[src/rtl/ui_panel_layer_if.sv]
// ui_panel_layer_if: pixel, ROM, navigation and colour-output bundle for the UI panel compositor
interface ui_panel_layer_if #(
    parameter int N_BTN = 4
);
    logic [9:0]          x_pos;
    logic [9:0]          y_pos;
    logic                frame_start;
    logic [40*N_BTN-1:0] btn_rect;
    logic [N_BTN-1:0]    btn_en;
    logic [N_BTN-1:0]    glyph_pix;
    logic [23:0]         bg_rgb;
    logic [14:0]         bg_addr;
    logic                sel_prev;
    logic                sel_next;
    logic                sel_press;
    logic [7:0]          Red0;
    logic [7:0]          Green0;
    logic [7:0]          Blue0;
    logic                RqFlag0;
    logic [2:0]          sel_idx;
    logic                press_valid;
    logic [2:0]          press_idx;

    modport master (
        output x_pos, y_pos, frame_start, btn_rect, btn_en, glyph_pix, bg_rgb,
               sel_prev, sel_next, sel_press,
        input  bg_addr, Red0, Green0, Blue0, RqFlag0, sel_idx, press_valid, press_idx
    );

    modport slave (
        input  x_pos, y_pos, frame_start, btn_rect, btn_en, glyph_pix, bg_rgb,
               sel_prev, sel_next, sel_press,
        output bg_addr, Red0, Green0, Blue0, RqFlag0, sel_idx, press_valid, press_idx
    );
endinterface

[src/rtl/ui_panel_layer.sv]
// ui_panel_layer: N_BTN bordered buttons over background ROM pixels with selection, press flash and optional border blink (UI_BLINK_EN)
module ui_panel_layer #(
    parameter int N_BTN        = 4,
    parameter int ROM_LAT      = 1,
    parameter int BORDER       = 5,
    parameter int FLASH_FRAMES = 8,
    parameter int BLINK_FRAMES = 16
) (
    input logic         sys_clk,
    input logic         rst,
    ui_panel_layer_if.slave bus
);
    localparam int          W    = 3 * N_BTN;
    localparam logic [10:0] BW   = 11'(BORDER);
    localparam logic [2:0]  LAST = 3'(N_BTN - 1);

    function automatic logic [10:0] grow_lo(input logic [10:0] v);
        return (v >= BW) ? v - BW : 11'd0;
    endfunction

    function automatic logic [10:0] grow_hi(input logic [10:0] v);
        return (v + BW > 11'd1023) ? 11'd1023 : v + BW;
    endfunction

    // returns {border, inside} for one {left,right,up,down} rectangle
    function automatic logic [1:0] hit_test(input logic [39:0] rc, input logic [9:0] xp, input logic [9:0] yp);
        logic [10:0] x, y, l, r, u, d;
        logic        ins, grown;
        x     = {1'b0, xp};
        y     = {1'b0, yp};
        l     = {1'b0, rc[39:30]};
        r     = {1'b0, rc[29:20]};
        u     = {1'b0, rc[19:10]};
        d     = {1'b0, rc[9:0]};
        ins   = x >= l && x <= r && y >= u && y <= d;
        grown = x >= grow_lo(l) && x <= grow_hi(r) && y >= grow_lo(u) && y <= grow_hi(d);
        return {grown && !ins, ins};
    endfunction

    logic [N_BTN-1:0] ins_c, brd_c;
    logic [W-1:0]     dl_d [ROM_LAT];
    logic [W-1:0]     dl_q [ROM_LAT];
    logic [N_BTN-1:0] ins_a, brd_a, gly_a;
    logic [7:0]       ins8, brd8, gly8, en8;
    logic [2:0]       own_c;
    logic             hit_c, in_o, gly_o, sel_o;
    logic [23:0]      rgb_d, rgb_q;
    logic [ROM_LAT:0] vld_d, vld_q;
    logic [2:0]       sel_d, sel_q, pidx_d, pidx_q;
    logic             pv_d, pv_q, nav, press, hl_on;
    logic [7:0]       flash_d, flash_q;

    assign bus.bg_addr     = {1'b0, bus.y_pos[6:0], bus.x_pos[6:0]};
    assign bus.Red0        = rgb_q[23:16];
    assign bus.Green0      = rgb_q[15:8];
    assign bus.Blue0       = rgb_q[7:0];
    assign bus.RqFlag0     = vld_q[ROM_LAT];
    assign bus.sel_idx     = sel_q;
    assign bus.press_valid = pv_q;
    assign bus.press_idx   = pidx_q;

    // per-button hit tests on the incoming coordinate
    always_comb begin
        ins_c = '0;
        brd_c = '0;
        for (int i = 0; i < N_BTN; i++) begin
            {brd_c[i], ins_c[i]} = hit_test(bus.btn_rect[40*i +: 40], bus.x_pos, bus.y_pos);
        end
    end

    // stage 0 captures hits and glyph bits, later stages delay them to meet bg_rgb
    always_comb begin
        dl_d[0] = {bus.glyph_pix, brd_c, ins_c};
        for (int k = 1; k < ROM_LAT; k++) begin
            dl_d[k] = dl_q[k-1];
        end
    end

    assign {gly_a, brd_a, ins_a} = dl_q[ROM_LAT-1];
    assign ins8 = 8'(ins_a);
    assign brd8 = 8'(brd_a);
    assign gly8 = 8'(gly_a);
    assign en8  = 8'(bus.btn_en);

    // lowest-index button hitting inside or border owns the pixel
    always_comb begin
        own_c = 3'd0;
        hit_c = 1'b0;
        for (int i = N_BTN - 1; i >= 0; i--) begin
            if (ins_a[i] || brd_a[i]) begin
                own_c = 3'(i);
                hit_c = 1'b1;
            end
        end
    end

    assign in_o  = ins8[own_c];
    assign gly_o = gly8[own_c];
    assign sel_o = own_c == sel_q;

    // colour priority for the owning button, background when nothing owns the pixel
    always_comb begin
        rgb_d = !hit_c                              ? bus.bg_rgb  :
                (in_o && gly_o)                     ? 24'h011935 :
                (in_o && sel_o && flash_q != 8'd0)  ? 24'hFFFFFF :
                (in_o && !en8[own_c])               ? 24'h808080 :
                in_o                                ? 24'h37C6C0 :
                (brd8[own_c] && sel_o && hl_on)     ? 24'hFFC800 :
                                                      24'h1DB0B8;
        vld_d = {vld_q[ROM_LAT-1:0], 1'b1};
    end

    // selection, press acceptance and flash countdown
    always_comb begin
        nav     = !bus.sel_press && flash_q == 8'd0 && (bus.sel_next ^ bus.sel_prev);
        press   = bus.sel_press && en8[sel_q] && flash_q == 8'd0;
        sel_d   = !nav         ? sel_q :
                  bus.sel_next ? (sel_q == LAST ? 3'd0 : sel_q + 3'd1) :
                                 (sel_q == 3'd0 ? LAST : sel_q - 3'd1);
        pv_d    = press;
        pidx_d  = press ? sel_q : pidx_q;
        flash_d = press                                   ? 8'(FLASH_FRAMES) :
                  (bus.frame_start && flash_q != 8'd0)    ? flash_q - 8'd1 :
                                                            flash_q;
    end

    // pipeline and control state registers
    always_ff @(posedge sys_clk or posedge rst) begin
        if (rst) begin
            for (int k = 0; k < ROM_LAT; k++) dl_q[k] <= '0;
            rgb_q   <= '0;
            vld_q   <= '0;
            sel_q   <= '0;
            pv_q    <= 1'b0;
            pidx_q  <= '0;
            flash_q <= '0;
        end else begin
            for (int k = 0; k < ROM_LAT; k++) dl_q[k] <= dl_d[k];
            rgb_q   <= rgb_d;
            vld_q   <= vld_d;
            sel_q   <= sel_d;
            pv_q    <= pv_d;
            pidx_q  <= pidx_d;
            flash_q <= flash_d;
        end
    end

`ifdef UI_BLINK_EN
    logic       hl_d, hl_q, sel_chg, wrap;
    logic [7:0] blink_cnt_d, blink_cnt_q;

    assign hl_on = hl_q;

    // blink phase restarts lit on every selection change
    always_comb begin
        sel_chg     = sel_d != sel_q;
        wrap        = bus.frame_start && blink_cnt_q == 8'(BLINK_FRAMES - 1);
        blink_cnt_d = sel_chg         ? 8'd0 :
                      wrap            ? 8'd0 :
                      bus.frame_start ? blink_cnt_q + 8'd1 :
                                        blink_cnt_q;
        hl_d        = sel_chg ? 1'b1 : wrap ? !hl_q : hl_q;
    end

    // blink state registers
    always_ff @(posedge sys_clk or posedge rst) begin
        if (rst) begin
            hl_q        <= 1'b1;
            blink_cnt_q <= '0;
        end else begin
            hl_q        <= hl_d;
            blink_cnt_q <= blink_cnt_d;
        end
    end
`else
    assign hl_on = BLINK_FRAMES > 0;
`endif
endmodule

[src/flat_wrapper.sv]
// flat-port wrapper written by rule: the top's interface ports become plain ports
module ui_panel_layer_flat 
#(
    parameter int N_BTN        = 4,
    parameter int ROM_LAT      = 1,
    parameter int BORDER       = 5,
    parameter int FLASH_FRAMES = 8,
    parameter int BLINK_FRAMES = 16
)
  (sys_clk, rst, bus_x_pos, bus_y_pos, bus_frame_start, bus_btn_rect, bus_btn_en, bus_glyph_pix, bus_bg_rgb, bus_sel_prev, bus_sel_next, bus_sel_press, bus_bg_addr, bus_Red0, bus_Green0, bus_Blue0, bus_RqFlag0, bus_sel_idx, bus_press_valid, bus_press_idx);
  ui_panel_layer_if #(.N_BTN(N_BTN)) bus_i ();
  input logic sys_clk;
  input logic rst;
  input wire logic [$bits(bus_i.x_pos)-1:0] bus_x_pos;
  input wire logic [$bits(bus_i.y_pos)-1:0] bus_y_pos;
  input wire logic [$bits(bus_i.frame_start)-1:0] bus_frame_start;
  input wire logic [$bits(bus_i.btn_rect)-1:0] bus_btn_rect;
  input wire logic [$bits(bus_i.btn_en)-1:0] bus_btn_en;
  input wire logic [$bits(bus_i.glyph_pix)-1:0] bus_glyph_pix;
  input wire logic [$bits(bus_i.bg_rgb)-1:0] bus_bg_rgb;
  input wire logic [$bits(bus_i.sel_prev)-1:0] bus_sel_prev;
  input wire logic [$bits(bus_i.sel_next)-1:0] bus_sel_next;
  input wire logic [$bits(bus_i.sel_press)-1:0] bus_sel_press;
  output wire logic [$bits(bus_i.bg_addr)-1:0] bus_bg_addr;
  output wire logic [$bits(bus_i.Red0)-1:0] bus_Red0;
  output wire logic [$bits(bus_i.Green0)-1:0] bus_Green0;
  output wire logic [$bits(bus_i.Blue0)-1:0] bus_Blue0;
  output wire logic [$bits(bus_i.RqFlag0)-1:0] bus_RqFlag0;
  output wire logic [$bits(bus_i.sel_idx)-1:0] bus_sel_idx;
  output wire logic [$bits(bus_i.press_valid)-1:0] bus_press_valid;
  output wire logic [$bits(bus_i.press_idx)-1:0] bus_press_idx;
  assign bus_i.x_pos = bus_x_pos;
  assign bus_i.y_pos = bus_y_pos;
  assign bus_i.frame_start = bus_frame_start;
  assign bus_i.btn_rect = bus_btn_rect;
  assign bus_i.btn_en = bus_btn_en;
  assign bus_i.glyph_pix = bus_glyph_pix;
  assign bus_i.bg_rgb = bus_bg_rgb;
  assign bus_i.sel_prev = bus_sel_prev;
  assign bus_i.sel_next = bus_sel_next;
  assign bus_i.sel_press = bus_sel_press;
  assign bus_bg_addr = bus_i.bg_addr;
  assign bus_Red0 = bus_i.Red0;
  assign bus_Green0 = bus_i.Green0;
  assign bus_Blue0 = bus_i.Blue0;
  assign bus_RqFlag0 = bus_i.RqFlag0;
  assign bus_sel_idx = bus_i.sel_idx;
  assign bus_press_valid = bus_i.press_valid;
  assign bus_press_idx = bus_i.press_idx;
  ui_panel_layer #(.N_BTN(N_BTN), .ROM_LAT(ROM_LAT), .BORDER(BORDER), .FLASH_FRAMES(FLASH_FRAMES), .BLINK_FRAMES(BLINK_FRAMES)) u_core (.sys_clk(sys_clk), .rst(rst), .bus(bus_i));
endmodule
[config.mk]
export PLATFORM = sky130hd
export DESIGN_NAME = ui_panel_layer_flat
export DESIGN_NICKNAME = d
export VERILOG_FILES = /design/src/rtl/ui_panel_layer_if.sv /design/src/rtl/ui_panel_layer.sv /design/src/flat_wrapper.sv
export SDC_FILE = /design/constraint.sdc
export NUM_CORES = 1
export LEC_CHECK = 0
export BUFFER_PORTS_ARGS = -buffer_cell sky130_fd_sc_hd__buf_4
export CORE_MARGIN = 4
export CORE_UTILIZATION = 50
export CTS_BUF_LIST = sky130_fd_sc_hd__clkbuf_8 sky130_fd_sc_hd__clkbuf_16
export DETAILED_ROUTE_END_ITERATION = 16
export HOLD_SLACK_MARGIN = 0.15
export PLACE_DENSITY_LB_ADDON = 0.12
export SLEW_MARGIN = 0
export SYNTH_ARGS = -nofsm -noshare
export SYNTH_HDL_FRONTEND = slang
export SYNTH_SLANG_ARGS = --single-unit
[constraint.sdc]
create_clock -name sys_clk -period 2.6 [get_ports sys_clk]
set_input_delay 0.13 -clock sys_clk [delete_from_list [all_inputs] [get_ports sys_clk]]
set_output_delay 0.13 -clock sys_clk [all_outputs]
set_load 0.01 [all_outputs]
==> flow_metrics.env <==
export IMPL_hold_violations=0
export IMPL_dpl_cell_area_sq_mm=0.0176
export IMPL_synth_top_family_by_area="adder cells"
export IMPL_design_area_sq_mm=0.0186
export IMPL_synthArstFlopShare_pct=100
export IMPL_wl_met2_um=21000
export IMPL_synth_ff_type="dfrtp_1"
export IMPL_internal_power_w=0.00328
export IMPL_die_area_sq_mm=0.0291
export IMPL_io_pins=265
export IMPL_overflow=0
export IMPL_irDropWorstVdd_mv=0.548
export IMPL_cts_reportedPaths_clkPinSlew_ns=0.07
export IMPL_insertedDiodeCount=0
export IMPL_gp_routability_congestion=0.958
export IMPL_slew_limit_headroom_pct=27.5
export IMPL_synth_nets=2314
export IMPL_grt_pass1_wl_um=68700
export IMPL_skew_ns=0.00898
export IMPL_p_sw_share_pct=41.2
export IMPL_synth_compound_area_share_pct=19.8
export IMPL_rr_startpoint="u_core.flash_q[0]$_DFFE_PP0P_"
export IMPL_top_layer="met4"
export IMPL_p_sw_w=0.00230
export IMPL_hold_class="input port to async pin"
export IMPL_post_route_period_util_pct=110
export IMPL_grt_pass1_vias=14546
export IMPL_synthDistinctLibCells=66
export IMPL_end_kind="register"
export IMPL_core_rowCount=59
export IMPL_grt_setup_unrepaired="yes"
export IMPL_maxCapViolCount=0
export IMPL_synth_edf_count=0
export IMPL_avgSynthCellArea_sq_um=7.61
export IMPL_rrSetupSlack_ns=-0.11
export IMPL_status="finished, violations left"
export IMPL_routed_wl_um=43100
export IMPL_synth_top_area_share_pct=33.6
export IMPL_drc=0
export IMPL_first_iter_violations=794
export IMPL_power_frac_seq_pct=21.4
export IMPL_worst_slack_ns=-0.271
export IMPL_failed_checks="negative setup slack"
export IMPL_cts_sinks=53
export IMPL_cp_required_ns=2.79
export IMPL_finalNetCount=2873
export IMPL_syn_inst=1740
export IMPL_antenna_found_initial=0
export IMPL_htree_num_levels=2
export IMPL_cellPowerDensity_mw_per_mm2=300
export IMPL_ys_seq_area_share_pct=10.0
export IMPL_dp_cells=2590
export IMPL_leakage_nw=9.71
export IMPL_crit_arrival_ns=3.06
export IMPL_synth_xor_area_share_pct=6.48
export IMPL_ant_nets=0
export IMPL_synthAdderAreaFrac_pct=33.6
export IMPL_drive_gt1_share_pct=27.3
export IMPL_routedWlPerCell_um=16.4
export IMPL_clockBufferDepth=2
export IMPL_setup_violations=7
export IMPL_period_needed_ns=2.87
export IMPL_area_growth_pct=40.3
export IMPL_track_usage_pct=28.3
export IMPL_pwr_share_comb_pct=66.9
export IMPL_cts_tree="yes"
export IMPL_critPathKind="input port to register"
export IMPL_wl_met3_um=2010
export IMPL_fmax_mhz=348
export IMPL_wirelength_met1_um=19000
export IMPL_viasPerCell=5.56
export IMPL_die_x_um=171
export IMPL_cts_made_buffers=5
export IMPL_yosys_area_top_type="ha_1"
export IMPL_fin_cells=2635
export IMPL_r2r_cells=8
export IMPL_die_y_um=171
export IMPL_cp_max_fo=6
export IMPL_grt_max_degree=54
export IMPL_firstDrtPassIters=6
export IMPL_cts_root_buf="clkbuf_16"
export IMPL_insertion_delay_ns=0.29
export IMPL_start_kind="input port"
export IMPL_clkPwrFrac_pct=11.7
export IMPL_synth_seq_cells=53
export IMPL_yosys_area_share_simple_pct=22.4
export IMPL_synthMuxAreaShare_pct=1.40
export IMPL_worst_pin_slew_ns=1.09
export IMPL_drv_slew=0
export IMPL_vias=14641
export IMPL_initial_core_util_pct=50.8
export IMPL_synth_warnings=0
export IMPL_synth_area_sq_mm=0.0132
export IMPL_hpwl_um=35000
export IMPL_io_buffers=263
export IMPL_core_area_sq_mm=0.0261
export IMPL_r2r_end="u_core.rgb_q[5]$_DFF_PP0_"
export IMPL_netlist_top_cells_area="ha_1, dfrtp_1, xnor2_1"
==> layout by cell type (no fill, tap or decap), types with 8 or more instances in the layout <==
| master | n |
|---|---|
| o211ai_1 | 14 |
| inv_1 | 182 |
| buf_4 | 530 |
| dfrtp_1 | 53 |
| dlygate4sd3_1 | 30 |
| or3_1 | 10 |
| nor3_1 | 41 |
| nor2_1 | 105 |
| a21oi_2 | 13 |
| nor2b_1 | 38 |
| xnor2_1 | 91 |
| a21o_1 | 48 |
| nand2_1 | 171 |
| o21a_1 | 24 |
| and4_1 | 8 |
| a21oi_1 | 84 |
| and3_1 | 14 |
| buf_6 | 9 |
| a2111oi_0 | 12 |
| a31oi_1 | 18 |
| o21ai_1 | 12 |
| o21ai_0 | 91 |
| a211oi_1 | 14 |
| nor4_1 | 23 |
| o2111ai_1 | 9 |
| mux2i_1 | 14 |
| and2_1 | 14 |
| nand3_1 | 61 |
| ha_4 | 8 |
| ha_1 | 346 |
| nand2b_1 | 27 |
| nand4_1 | 45 |
==> critical path, stage by stage <==
cell and delay [ns]:
buf_8 0.10, ha_4 0.16, nor2_4 0.13, a21oi_2 0.08, a2bb2oi_2 0.13, o21ai_1 0.12
a31oi_1 0.10, or4_4 0.47, and2_4 0.19, ha_4 0.20, nor2b_1 0.12, o21a_1 0.17
o21bai_1 0.16, a31oi_2 0.14, a2111oi_2 0.28, o21ai_1 0.13, nor4b_1 0.25
==> state kept, by name, indices dropped and copies added, names as in the netlist <==
register                flops
u_core.flash_q              8
u_core.rgb_q               24
u_core.dl_q                12
u_core.bus.sel_idx          3
u_core.vld_q                2
u_core.bus.press_idx        3
u_core.bus.press_valid      1
==> cell type report <==
class                      count  area, sq um
multi-input combinational   1483        11600
fill                        2113         7480
timing repair buffer         573         4440
sequential                    53         1330
inverter                     183          689
tap                          335          419
clock buffer                   5          125
clock inverter                 3         18.8
==> synthesized netlist by cell type, drive strengths merged (45+ instances only) <==
cell type / n
nand3: 61
dfrtp: 53
a21oi: 101
ha: 356
nor2: 114
nor3: 47
nand2: 171
xnor2: 93
inv: 183
o21ai: 106
nand4: 45
a21o: 48
==> per-stage QoR <==
stage               setup WS, ns  setup TNS, ns  util [%]  hold slack (ns)  power [W]
floorplan                 -0.299         -0.389         -            0.161    0.00307
global placement          -0.788          -2.86      67.4            0.242    0.00456
detailed placement        -0.883          -3.14      67.4            0.242    0.00468
CTS                       -0.246         -0.684      70.5            0.159    0.00547
global route              -0.375          -1.50      71.3            0.207    0.00606
finish                    -0.271         -0.731      71.3            0.119    0.00557
==> logic make-up after synthesis <==
family          Yosys count
compound gates          410
xor+xnor                 98
fa+ha+maj               356
buf+inv                 204
flops                    53
mux                      16
other cells               2
simple gates            601
==> power by group through the flow <==
stage / registers, W / clock network [W] / logic, W
2_1_floorplan: 0.00126 / 0 / 0.00181
3_3_place_gp: 0.00119 / 0 / 0.00337
3_5_place_dp: 0.00120 / 0 / 0.00348
4_1_cts: 0.00119 / 0.000663 / 0.00363
5_1_grt: 0.00122 / 0.000693 / 0.00415
6_report: 0.00119 / 0.000653 / 0.00373
==> layer usage <==
metal	track usage, %	vias to the layer above
li1	-	7477
met5	0	-
met1	35.9	6703
met2	51.9	382
met4	7.43	0
met3	1.99	79
==> how the worst max path moves through the flow <==
stage	from	end	slack, ns	cells after the start
final	bus_btn_rect[120]	u_core.dl_q[7]$_DFF_PP0_	-0.27	17
after global routing	bus_btn_rect[120]	u_core.dl_q[7]$_DFF_PP0_	-0.37	17
after CTS	bus_btn_rect[60]	u_core.dl_q[5]$_DFF_PP0_	-0.25	16
after detailed placement	bus_btn_rect[60]	u_core.dl_q[5]$_DFF_PP0_	-0.88	16
after global placement	bus_btn_rect[60]	u_core.dl_q[5]$_DFF_PP0_	-0.79	16
after floorplan	bus_btn_rect[120]	u_core.dl_q[7]$_DFF_PP0_	-0.30	16
==> what timing repair did <==
item                                   4_1_cts  5_1_grt
pin swaps                                   25       40
cloned                                       0        0
hold buffers                                30        0
buffers inserted                             4        5
endpoints found under the hold margin       30        0
setup endpoints to repair                   11       13
gates resized for setup                     70       48
Note: power is estimated with default switching activity, not from simulation.
